### src/rtl/signal_creater_ctrl_pkg.sv
// Shared definitions for the signal_creater_ctrl burst controller.
//   - state_e      : controller FSM encoding
//   - SIG_W        : width of the nonlinear-feedback generator state
//   - FB_*         : generator states whose feedback bit is 1
//   - fb_of()      : feedback function of the generator
package signal_creater_ctrl_pkg;

  localparam int SIG_W = 4;

  typedef enum logic [2:0] {
    IDLE  = 3'd0,
    LOAD  = 3'd1,
    RUN   = 3'd2,
    FLUSH = 3'd3,
    DONE  = 3'd4
  } state_e;

  localparam logic [SIG_W-1:0] FB_A = 4'b1001;
  localparam logic [SIG_W-1:0] FB_B = 4'b0011;
  localparam logic [SIG_W-1:0] FB_C = 4'b0111;
  localparam logic [SIG_W-1:0] FB_D = 4'b1100;

  // Feedback is 1 only for the four listed states; 0000 therefore maps to
  // itself and is a fixed point of the generator.
  function automatic logic fb_of(input logic [SIG_W-1:0] s);
    return (s == FB_A) || (s == FB_B) || (s == FB_C) || (s == FB_D);
  endfunction

endpackage

### src/rtl/signal_creater_ctrl_core.sv
// signal_core: 4-bit nonlinear-feedback generator.
// Ports:
//   clk      in   system clock, rising edge
//   rst_n    in   asynchronous active-low reset (state -> 0000)
//   load     in   load seed into the state (has priority over shift_en)
//   shift_en in   advance the generator one step
//   seed     in   value loaded on load
//   state    out  current generator state
//   out      out  current output bit (state MSB)
module signal_core
  import signal_creater_ctrl_pkg::*;
(
  input  logic             clk,
  input  logic             rst_n,
  input  logic             load,
  input  logic             shift_en,
  input  logic [SIG_W-1:0] seed,
  output logic [SIG_W-1:0] state,
  output logic             out
);

  logic [SIG_W-1:0] s_q, s_d;

  always_comb begin
    s_d = s_q;
    if (load) begin
      s_d = seed;
    end else if (shift_en) begin
      s_d = {s_q[SIG_W-2:0], fb_of(s_q)};
    end
  end

  always_ff @(posedge clk or negedge rst_n) begin
    if (!rst_n) begin
      s_q <= '0;
    end else begin
      s_q <= s_d;
    end
  end

  assign state = s_q;
  assign out   = s_q[SIG_W-1];

endmodule

### src/rtl/signal_creater_ctrl.sv
// signal_creater_ctrl: burst controller for the 4-bit nonlinear-feedback
// generator. Loads a seed, runs the generator for len bits, streams each bit
// with a valid strobe and packs the bits MSB-first into WORD_W-bit words.
// Ports:
//   clk, rst_n        clock (rising edge), asynchronous active-low reset
//   start, seed, len  burst request; seed/len captured when start accepted
//   abort             cancel an active burst (no done, partial word dropped)
//   bit_out/bit_valid generator bit and burst-bit strobe
//   word_out/word_valid packed word and its one-cycle strobe
//   busy, done        handshake: busy outside IDLE, done pulse on completion
//   err_stuck         sticky: generator state was 0000 during RUN
module signal_creater_ctrl
  import signal_creater_ctrl_pkg::*;
#(
  parameter int LEN_W  = 8,
  parameter int WORD_W = 8
) (
  input  logic              clk,
  input  logic              rst_n,
  input  logic              start,
  input  logic [SIG_W-1:0]  seed,
  input  logic [LEN_W-1:0]  len,
  input  logic              abort,
  output logic              bit_out,
  output logic              bit_valid,
  output logic [WORD_W-1:0] word_out,
  output logic              word_valid,
  output logic              busy,
  output logic              done,
  output logic              err_stuck
);

  localparam int FILL_W = $clog2(WORD_W + 1);

  state_e            state_q, state_d;
  logic [SIG_W-1:0]  seed_q, seed_d;
  logic [LEN_W-1:0]  len_q, len_d;
  logic [LEN_W-1:0]  cnt_q, cnt_d;
  logic [FILL_W-1:0] fill_q, fill_d;
  logic [WORD_W-1:0] sr_q, sr_d;
  logic [WORD_W-1:0] word_q, word_d;
  logic              wv_q, wv_d;
  logic              err_q, err_d;

  logic              core_load;
  logic              core_shift;
  logic [SIG_W-1:0]  core_state;
  logic              core_out;

  // Partial word: the n collected bits sit at the LSBs of the shift
  // register; move them to the top and zero-fill below.
  function automatic logic [WORD_W-1:0] left_justify(
    input logic [WORD_W-1:0] bits,
    input logic [FILL_W-1:0] n
  );
    return bits << (WORD_W - int'(n));
  endfunction

  signal_core u_core (
    .clk      (clk),
    .rst_n    (rst_n),
    .load     (core_load),
    .shift_en (core_shift),
    .seed     (seed_q),
    .state    (core_state),
    .out      (core_out)
  );

  always_comb begin
    state_d    = state_q;
    seed_d     = seed_q;
    len_d      = len_q;
    cnt_d      = cnt_q;
    fill_d     = fill_q;
    sr_d       = sr_q;
    word_d     = word_q;
    wv_d       = 1'b0;
    err_d      = err_q;
    core_load  = 1'b0;
    core_shift = 1'b0;

    case (state_q)
      IDLE: begin
        if (start && !abort) begin
          seed_d  = seed;
          len_d   = len;
          err_d   = 1'b0;
          state_d = (len != '0) ? LOAD : DONE;
        end
      end
      LOAD: begin
        core_load = 1'b1;
        cnt_d     = '0;
        fill_d    = '0;
        sr_d      = '0;
        state_d   = RUN;
      end
      RUN: begin
        core_shift = 1'b1;
        sr_d       = {sr_q[WORD_W-2:0], core_out};
        cnt_d      = cnt_q + LEN_W'(1);
        if (core_state == '0) begin
          err_d = 1'b1;
        end
        if (fill_q == FILL_W'(WORD_W - 1)) begin
          word_d = sr_d;
          wv_d   = 1'b1;
          fill_d = '0;
        end else begin
          fill_d = fill_q + FILL_W'(1);
        end
        // len_q is never 0 here, so len_q-1 cannot wrap.
        if (cnt_q == len_q - LEN_W'(1)) begin
          state_d = FLUSH;
        end
      end
      FLUSH: begin
        if (fill_q != '0) begin
          word_d = left_justify(sr_q, fill_q);
          wv_d   = 1'b1;
        end
        state_d = DONE;
      end
      DONE: begin
        state_d = IDLE;
      end
      default: begin
        state_d = IDLE;
      end
    endcase

    // Abort overrides everything except the sticky error flag: any word
    // completing on this edge is dropped.
    if (abort && (state_q != IDLE)) begin
      state_d = IDLE;
      word_d  = word_q;
      wv_d    = 1'b0;
    end
  end

  always_ff @(posedge clk or negedge rst_n) begin
    if (!rst_n) begin
      state_q <= IDLE;
      seed_q  <= '0;
      len_q   <= '0;
      cnt_q   <= '0;
      fill_q  <= '0;
      sr_q    <= '0;
      word_q  <= '0;
      wv_q    <= 1'b0;
      err_q   <= 1'b0;
    end else begin
      state_q <= state_d;
      seed_q  <= seed_d;
      len_q   <= len_d;
      cnt_q   <= cnt_d;
      fill_q  <= fill_d;
      sr_q    <= sr_d;
      word_q  <= word_d;
      wv_q    <= wv_d;
      err_q   <= err_d;
    end
  end

  assign bit_out    = core_out;
  assign bit_valid  = (state_q == RUN);
  assign word_out   = word_q;
  assign word_valid = wv_q;
  assign busy       = (state_q != IDLE);
  assign done       = (state_q == DONE) && !abort;
  assign err_stuck  = err_q;

endmodule

### config.mk
export PLATFORM = sky130hd
export DESIGN_NAME = signal_creater_ctrl
export DESIGN_NICKNAME = d
export VERILOG_FILES = /design/src/rtl/signal_creater_ctrl_pkg.sv /design/src/rtl/signal_creater_ctrl_core.sv /design/src/rtl/signal_creater_ctrl.sv
export SDC_FILE = /design/constraint.sdc
export NUM_CORES = 1
export LEC_CHECK = 0
export ABC_AREA = 1
export BUFFER_PORTS_ARGS = -buffer_cell sky130_fd_sc_hd__buf_2
export CORE_ASPECT_RATIO = 0.75
export CORE_MARGIN = 10
export CORE_UTILIZATION = 59
export CTS_BUF_LIST = sky130_fd_sc_hd__clkbuf_16
export DETAILED_ROUTE_END_ITERATION = 12
export PLACE_DENSITY = 0.8
export SETUP_SLACK_MARGIN = 0.3
export SYNTH_ARGS = -nofsm -noshare
export SYNTH_HDL_FRONTEND = slang
export SYNTH_SLANG_ARGS = --single-unit
### constraint.sdc
create_clock -name clk -period 2.2 [get_ports clk]
set_clock_uncertainty 0.2 [all_clocks]
set_input_delay 0.11 -clock clk [delete_from_list [all_inputs] [get_ports clk]]
set_output_delay 0.11 -clock clk [all_outputs]
set_load 0.1 [all_outputs]
Yosys cells after proc, flatten, opt, wreduce, memory -nomap -nowiden

Cells that the tools add are included.

Output and inout bits: 14
Register bits after elaboration: 49
Bits of input ports: 16
Word-level logic and storage cells: 75

Reduce and logical (&&, ||, !) cells: 20
Multiplexer cells: 23
Add/sub/neg operators: 4
Eq/ne operators: 16
Shift-type cells: 1
Bitwise logic cells: 1

Operator list:

| operator                                               | count |
|---|---|
| one-hot mux 8 bit (2 select lines)                     | 3 |
| left shift 8 x 32 -> 8 bit                             | 1 |
| two-way mux 8 bit                                      | 2 |
| two-way mux 3 bit                                      | 4 |
| two-way mux 4 bit                                      | 3 |
| one-hot mux 3 bit (4 select lines)                     | 1 |
| adder 8 x 1 -> 8 bit (second input constant)           | 1 |
| equality test 4 x 3 -> 1 bit (second input constant)   | 2 |
| equality test 4 bit (second input constant)            | 2 |
| equality test 8 bit                                    | 1 |
| one-hot mux 4 bit (2 select lines)                     | 1 |
| nonzero test 2 bit                                     | 4 |
| nonzero test 8 bit                                     | 1 |
| subtractor 8 x 1 -> 8 bit (second input constant)      | 1 |
| two-way mux 1 bit                                      | 7 |
| equality test 3 x 2 -> 1 bit (second input constant)   | 2 |
| subtractor 4 x 4 -> 5 bit (first input constant)       | 1 |
| adder 4 x 1 -> 4 bit (second input constant)           | 1 |
| equality test 4 x 2 -> 1 bit (second input constant)   | 1 |
| zero test 4 bit                                        | 1 |
| inequality test 2 x 1 -> 1 bit (second input constant) | 2 |
| inequality test 2 bit (second input constant)          | 2 |
| one-hot mux 1 bit (2 select lines)                     | 2 |
| AND reduction 2 bit                                    | 2 |
| 13 further kinds                                       | 17 |

Logic depth before layout (Yosys ltp)

Gate-level depths: netlist of the first run.

Depth after elaboration: 6
Depth in mapped cells: 14
Mapped depth without buffers: 14

Modules after synthesis

From an unflattened synthesis of the first run, not the netlist that was laid out.

Cell total of the unflattened synthesis: 373
Area total of the unflattened synthesis: 2797.7 µm²

Modules (own cells, without submodules):

| module              | area each (µm²) | cells an instance | times used |
|---|---|---|---|
| signal_creater_ctrl | 2576.2          | 342               | 1 |
| signal_core         | 221.5           | 31                | 1 |

Least setup slack after synthesis of the first run

No wires, ideal clock.

Path kind: flip-flop to output port
Start: register state_q[1]
End: output done
Path slack: -1.479 ns
Data required time: 1.890 ns
Stages on the path, launching flop included: 2
Path buffers: 0
Arrival: 3.369 ns
Cells stage by stage: dfrtp_1 > nor4_1

Cells in the longest elaborated chain, start to end: 2

Ends and longest elaborated chain:

| item                   | RTL line                   | RTL |
|---|---|---|
| start, declared        | signal_creater_ctrl.sv:35  | `state_e state_q, state_d;` |
| start signal, assigned | signal_creater_ctrl.sv:153 | `state_q <= state_d;` |
| equality test 3 bit    | signal_creater_ctrl.sv:170 | `assign done = (state_q == DONE) && !abort;` |
| logical AND 1 bit      | signal_creater_ctrl.sv:170 |  |
| end, declared          | signal_creater_ctrl.sv:29  | `output logic done,` |

Every way passes these cells.

Worst setup path after layout of the first run

Start: register len_q[1]
End: register state_q[2]

Cells in the longest elaborated chain, start to end: 4

Ends and longest elaborated chain:

| item                                            | RTL line                   | RTL |
|---|---|---|
| start, declared                                 | signal_creater_ctrl.sv:37  | `logic [LEN_W-1:0] len_q, len_d;` |
| start signal, assigned                          | signal_creater_ctrl.sv:155 | `len_q <= len_d;` |
| subtractor 8 x 1 -> 8 bit                       | signal_creater_ctrl.sv:113 | `if (cnt_q == len_q - LEN_W'(1)) begin` |
| equality test 8 bit                             | signal_creater_ctrl.sv:113 |  |
| inequality test 3 x 1 -> 1 bit (no source line) | -                          |  |
| AND reduction 2 bit (no source line)            | -                          |  |

Every way passes these cells.
A chain may end at the register's enable or synchronous reset.

==> qor.csv, run 1 <==
metric,value,unit
Hold Path End,state_q[1],
RSZ-0062 raised after global routing,yes,
worst path required time,2.23,ns
combinational family with the most area after synthesis,simple AND/OR/NAND/NOR gates,
register area,0.001229,mm2
P&R area growth vs syn,25.81,%
P_sw,2.978,mW
total length of routed wires,7390,um
Async SR Flop Fraction,100.0,%
post-synthesis mux area share,0,%
Relative slew margins,58.60,%
TritonCTS Buffers,5,
clock latency on the worst-skew pair,0.29,ns
total global routing overflow,0,
# fillers,301,
Comb power frac,58.1,%
post-layout util,77.95,%
Worst Max-Slew Pin Slew,0.6210,ns
post-synthesis xor/xnor area fraction,1.244,%
HP Start,abort,
WL/cell,15.05,um
Flop pwr share,26.9,%
hold depth,4,
WS Path Type,flip-flop to flip-flop,
Post-Synth Simple-Gate Area,29.01,%
first-pass GRT wire length,11710,um
Post-synth top flop,dfrtp_1,
"area leader, netlist",dfrtp_1,
syn avg cell area,7.491,um2
multi-input logic area,0.001480,mm2
Die Wd,99.78,um
adder-cell area share of the yosys netlist,1.777,%
clock tree buffer depth,2,
htree depth,2,
clock share of power,14.9,%
Cell variety after synth,38,
vias per cell,5.536,
largest net degree at the start of global routing,50,
CP peak stage delay,0.38,ns
"Seq/Total Area, Yosys",43.54,%
max-cap viol count,0,
"Cell Area, Synth",0.002816,mm2
flop2flop setup slack,0.29,ns
I/O pin count,30,
Power Total,5.672,mW
HP Class,input pin to flip-flop,
Synth Net Count,396,
fin crit period,1.914,ns
final worst path period share,87.02,%
Fin. Hold Viols,0,
endpoints failing setup,0,
share of the synthesized area in the top cell type,43.54,%
# nets final,453,
status,"complete, no violations",
Post-Synthesis Cells,376,
"critical path fanouts, max",2,
PwrDens,1601,mW/mm2
Compound-Gate Fraction of Synth Area,15.82,%
Max rail drop VDD,1445,uV
Port Buffers,29,
Worst path slowest cell,dfrtp_1,
antenna diode count,0,
setup tns final,0,ns
CTS tree,yes,
DR vias,2718,
fin area,0.003543,mm2
"Reg clk slew, reported paths",0.06,ns
starting density of the core,61.96,%
Static Leak,1.722,nW
DR DRC count,0,
crit path launch type,flip-flop,
Sw Ratio,52.50,%
f_max,522.4,MHz
Die Y-Extent,79.84,um
RR Startpoint,len_q[1],
YS warnings,0,
GRT Total Usage,17.90,%
CP arrival,1.94,ns
CP most frequent cell,nand2_1,
routability congestion estimate,0.9554,
vias in the first global route,2421,
"antenna viol nets, final",0,
Rows,21,
sequence of cells on the critical path,inv_2 > ha_4 > inv_2 > nand2_2 > nand2_1 > nor2_1 > nand3_1 > nor2_1 > nand2_1 > nor2_1 > nand2_1 > nand2_1 > nand2_2 > nor2_2,
clock sinks,49,
Core ar.,0.004546,mm2
DRT Pass-1 Iters,5,
Area contributors post-synth,"dfrtp_1 (44%), nand2_1 (14%), inv_1 (5.7%), o21ai_0 (5.7%), nand3_1 (4.6%)",
synth cell count leaders,"nand2_1 (102), dfrtp_1 (49), inv_1 (43)",
DP Area,0.003050,mm2
register bit total from synthesis,49,
FF-to-FF path depth,14,
Final HPWL DP,4862,um
reg2reg end,state_q[2],
Max Slew Vio Count,0,
initial antenna violation count,0,
Int Power,2.694,mW
layout cells sized above 1,23.27,%
CP Capture Type,flip-flop,
number of flops mapped to enable cells by yosys,0,
"count leader, synth",nand2_1,
area of the die,0.007966,mm2
CTS root buf,clkbuf_16,
DR iter-0 viols,180,
==> power by group through the flow <==
stage                     registers, mW  logic, mW  clock network, mW
after detailed placement           1.51       2.86                  0
after global placement             1.50       2.81                  0
final                              1.53       3.30              0.848
after CTS                          1.51       2.94              0.860
after floorplan                    2.13       1.68                  0
after global routing               1.56       3.60              0.897
==> registers in the layout, indices dropped and copies added, names as in the netlist <==
signal and cells:
cnt_q 8, len_q 8, sr_q 8, word_out 8
fill_q 4, seed_q 4, u_core.state 4, state_q 3
err_stuck 1, word_valid 1
==> repair_timing <==
action                                  CTS  global route
hold buffers                             13             0
buffers inserted                          1             9
endpoints found under the setup margin   14            20
resized for setup                         7            30
pin swaps                                 0            18
cloned                                    0             0
endpoints found under the hold margin    61             0
==> metrics by stage <==
| step | hold slack, ns | setup WS, ns | std cells |
|---|---|---|---|
| after floorplan | -0.3856 | 0.3142 | 376 |
| after global placement | 0.05329 | 0.2755 | 460 |
| after global routing | 0.06704 | 0.1624 | 491 |
| final | 0.01808 | 0.2856 | 491 |
| after CTS | 0.01153 | 0.2351 | 482 |
| after detailed placement | 0.04638 | 0.2358 | 460 |
==> worst max-delay path, delay by kind of cell, from the launching register on <==
family	cells	cell delay (ns)
buf+inv	2	0.10
simple gates	11	0.91
fa+ha+maj	1	0.26
flops	1	0.38
==> worst max-delay path by stage <==
stage | start | end | slack, ns | cells past startpoint
detailed placement | len_q[0] | state_q[0] | 0.24 | 14
global route | len_q[0] | state_q[2] | 0.16 | 14
global placement | len_q[0] | state_q[2] | 0.28 | 14
finish | len_q[1] | state_q[2] | 0.29 | 14
floorplan | state_q[1] | done | 0.31 | 1
CTS | state_q[1] | bit_valid | 0.24 | 3
==> layout make-up <==
type	instances	share of cell area, %
clock buffers	5	3.531
clock inverters	3	1.059
inverters	54	5.968
multi-input cells	267	41.77
flip-flops and latches	49	34.68
well taps	57	2.013
repair buffers	56	10.98
==> per-layer routing <==
layer	wire length [um]	vias up	part of all wire [%]	GRT usage, %
met5	0	-	0	0
met4	77	0	1.0	5.429
met3	607	8	8.2	4.066
met2	3294	116	45	25.29
met1	3410	1246	46	26.23
li1	-	1348	-	-
==> logic make-up after synthesis <==
| group | after synthesis |
|---|---|
| DFF | 49 |
| adders and majority gates | 4 |
| buffers and inverters | 60 |
| AOI/OAI and AO/OA | 78 |
| and+or+nand+nor | 181 |
| xor gates and xnor gates | 4 |
==> cell usage in the layout (no fill, tap or decap), types with 3 or more instances in the layout <==
cell type      count
nand2_1           98
dfrtp_1           47
inv_1             40
o21ai_0           30
buf_2             27
nor2_1            26
nand3_1           25
dlygate4sd3_1     13
buf_4             13
inv_2             12
a21oi_1           12
o22ai_1           11
nand2_4            7
o21ai_1            7
nor2_2             5
nand2_2            5
o211ai_1           5
clkbuf_16          5
a21oi_2            4
xor2_1             3
Note: power is estimated with default switching activity, not from simulation.
==> run 2, diff against run 1 <==
--- a/config.mk
+++ b/config.mk
@@ -12,7 +12,7 @@
 export CORE_UTILIZATION = 59
 export CTS_BUF_LIST = sky130_fd_sc_hd__clkbuf_16
 export DETAILED_ROUTE_END_ITERATION = 12
-export PLACE_DENSITY = 0.8
+export PLACE_DENSITY = 0.91
 export SETUP_SLACK_MARGIN = 0.3
 export SYNTH_ARGS = -nofsm -noshare
 export SYNTH_HDL_FRONTEND = slang
==> run 2 against run 1 <==
  * Via count grew 4.8%
  * Design area down 1.1%
  * Non-clock buffer count decreased by 2
  * First-iteration DRC count up 77%
  * Die area unchanged
  * Final cell count fell by 0.41%
  * Utilization fell by 0.88 points
  * Flip-flop and latch count stayed put
  * Global-route usage up 1.5 points
  * Routed wire length increased by 3.9%
  * Clock-buffer cell count stayed put
  * Register-to-register slack better by 0.02 ns
  * Largest cell class unchanged
==> qor.csv, run 2 (synthesis results as in run 1) <==
metric,value,unit,change
P&R area growth vs syn,24.39,%,was 25.81%
antenna diode count,0,,unchanged
worst path required time,2.22,ns,was 2.23 ns
GRT Total Usage,19.39,%,was 17.90%
Met1 Wirelength,3271,um,was 3410 um
Core ar.,0.004546,mm2,unchanged
"most common cell after layout, fill and taps aside",nand2_1,,unchanged
setup tns final,0,ns,unchanged
clock latency on the worst-skew pair,0.29,ns,about the same
WL/cell,15.71,um,was 15.05 um
hold depth,4,,unchanged
DR vias,2849,,"was 2,718"
Final HPWL DP,5076,um,was 4862 um
"Reg clk slew, reported paths",0.06,ns,about the same
Worst path slowest cell,nor4_1,,was dfrtp_1
CP peak stage delay,0.60,ns,was 0.38 ns
status,"complete, no violations",,unchanged
Relative slew margins,55.61,%,was 58.60%
met3 wire len,770,um,was 607 um
clock sinks,49,,unchanged
# nets final,451,,was 453
WS Path Type,input pin to flip-flop,,was flip-flop to flip-flop
final worst path period share,89.17,%,was 87.02%
FF-to-FF path depth,13,,was 14
fin area,0.003503,mm2,was 0.003543 mm2
pre-CTS setup slack,0.2147,ns,was 0.2358 ns
CP arrival,1.98,ns,was 1.94 ns
clock share of power,15.2,%,was 14.9%
clock tree buffer depth,2,,unchanged
Sw Ratio,52.88,%,was 52.50%
max-cap viol count,0,,unchanged
# fillers,316,,was 301
CP Capture Type,flip-flop,,unchanged
DR DRC count,0,,unchanged
Flop pwr share,27.3,%,was 26.9%
sequence of cells on the critical path,dlygate4sd3_1 > buf_2 > nor4_1 > nand3_1 > o21ai_0 > nand2_1 > nor2_1,,was inv_2 > ha_4 > inv_2 > nand2_2 > nand2_1 > nor2_1 > nand3_1 > nor2_1 > nand2_1 > nor2_1 > nand2_1 > nand2_1 > nand2_2 > nor2_2
CP bufs+invs,2,,unchanged
P_sw,2.983,mW,was 2.978 mW
total length of routed wires,7681,um,was 7390 um
HP Class,input pin to flip-flop,,unchanged
vias per cell,5.826,,was 5.536
metal2 WL,3400,um,was 3294 um
CTS root buf,clkbuf_16,,unchanged
starting density of the core,61.96,%,unchanged
CTS tree,yes,,unchanged
Static Leak,1.711,nW,was 1.722 nW
Worst Max-Slew Pin Slew,0.6598,ns,was 0.6210 ns
PwrDens,1610,mW/mm2,was 1601 mW/mm2
endpoints failing setup,0,,unchanged
DR top layer,met4,,unchanged
Int Power,2.658,mW,was 2.694 mW
layout cells sized above 1,22.22,%,was 23.27%
Fin. Hold Viols,0,,unchanged
critical path depth,7,,was 14
crit path launch type,input pin,,was flip-flop
largest net degree at the start of global routing,50,,unchanged
area of the die,0.007966,mm2,unchanged
first-pass GRT wire length,12810,um,"was 11,710 um"
fin crit period,1.962,ns,was 1.914 ns
"CP delay by family, top",simple AND/OR/NAND/NOR gates,,unchanged
Die Wd,99.78,um,unchanged
Max Slew Vio Count,0,,unchanged
post-layout util,77.07,%,was 77.95%
initial antenna violation count,0,,unchanged
routability congestion estimate,0.9466,,was 0.9554
I/O pin count,30,,unchanged
htree depth,2,,unchanged
Rows,21,,unchanged
vias in the first global route,2619,,"was 2,421"
Port Buffers,29,,unchanged
Comb power frac,57.5,%,was 58.1%
DRT Pass-1 Iters,5,,unchanged
Max rail drop VDD,1075,uV,was 1445 uV
"antenna viol nets, final",0,,unchanged
most frequent cells in the layout,"nand2_1 (99), dfrtp_1 (46), inv_1 (41)",,"was nand2_1 (98), dfrtp_1 (47), inv_1 (40)"
Die Y-Extent,79.84,um,unchanged
f_max,509.7,MHz,was 522.4 MHz
RSZ-0062 raised after global routing,yes,,unchanged
"critical path fanouts, max",2,,unchanged
TritonCTS Buffers,5,,unchanged
DR iter-0 viols,318,,was 180
total global routing overflow,0,,unchanged
worst setup margin,0.2382,ns,was 0.2856 ns
DP Area,0.003058,mm2,was 0.003050 mm2
## run 2: changes by cell type in the layout (fill, tap and decap cells not counted), moves of 2 or more
cell      before  now
a21oi_1       12   15
inv_2         12   10
clkbuf_4       2    0
a21oi_2        4    1
o21ai_2        2    4
## run 2: cell type report
cell class | instances | area, um2 | area share, %
sequential | 49 | 1230 | 35.11
clock buffer | 5 | 125.1 | 3.571
clock inverter | 3 | 37.54 | 1.071
timing repair buffer | 54 | 367.9 | 10.50
inverter | 54 | 214.0 | 6.107
tap | 57 | 71.32 | 2.036
multi-input combinational | 267 | 1458 | 41.61
## run 2: routing by layer
| layer | up-vias | track usage, % |
|---|---|---|
| met2 | 154 | 28.58 |
| met5 | - | 0 |
| li1 | 1344 | - |
| met1 | 1325 | 26.39 |
| met3 | 26 | 5.190 |
| met4 | 0 | 7.429 |
## run 2: worst min-delay path, cell delays in order
cell and delay [ns]:
buf_2 0.15, nand2_4 0.11, nand2_1 0.05, inv_1 0.04
## run 2: power by group through the flow
stage          registers [mW]  logic (mW)  clock network [mW]
2_1_floorplan            2.13        1.68                   0
3_3_place_gp             1.50        2.80                   0
3_5_place_dp             1.51        2.88                   0
4_1_cts                  1.51        2.95               0.860
5_1_grt                  1.58        3.54               0.899
6_report                 1.54        3.24               0.856
## run 2: final timing paths
kind	endpoint	slack [ns]	startpoint
worst max-delay path	state_q[2]	0.24	len[1]
worst min-delay path	state_q[1]	0.02	abort
worst max register to register	state_q[2]	0.31	len_q[0]
worst min register to register	seed_q[2]	0.27	seed_q[2]
max in group asynchronous	fill_q[3]	1.07	rst_n
min in group asynchronous	len_q[0]	0.26	rst_n
## run 2: metrics by stage
step	power, mW	hold WS, ns	instances
after detailed placement	4.397	0.05302	461
after floorplan	3.810	-0.3856	376
after CTS	5.319	0.01823	482
final	5.641	0.01898	489
after global placement	4.302	0.04879	461
after global routing	6.025	0.04000	489
## run 2: what timing repair did
| item | CTS | global route |
|---|---|---|
| setup endpoints to repair | 7 | 28 |
| hold endpoints to repair | 61 | 0 |
| gates resized for setup | 8 | 23 |
| hold buffers | 13 | 0 |
| setup buffers | 0 | 7 |
| pin swaps | 0 | 9 |
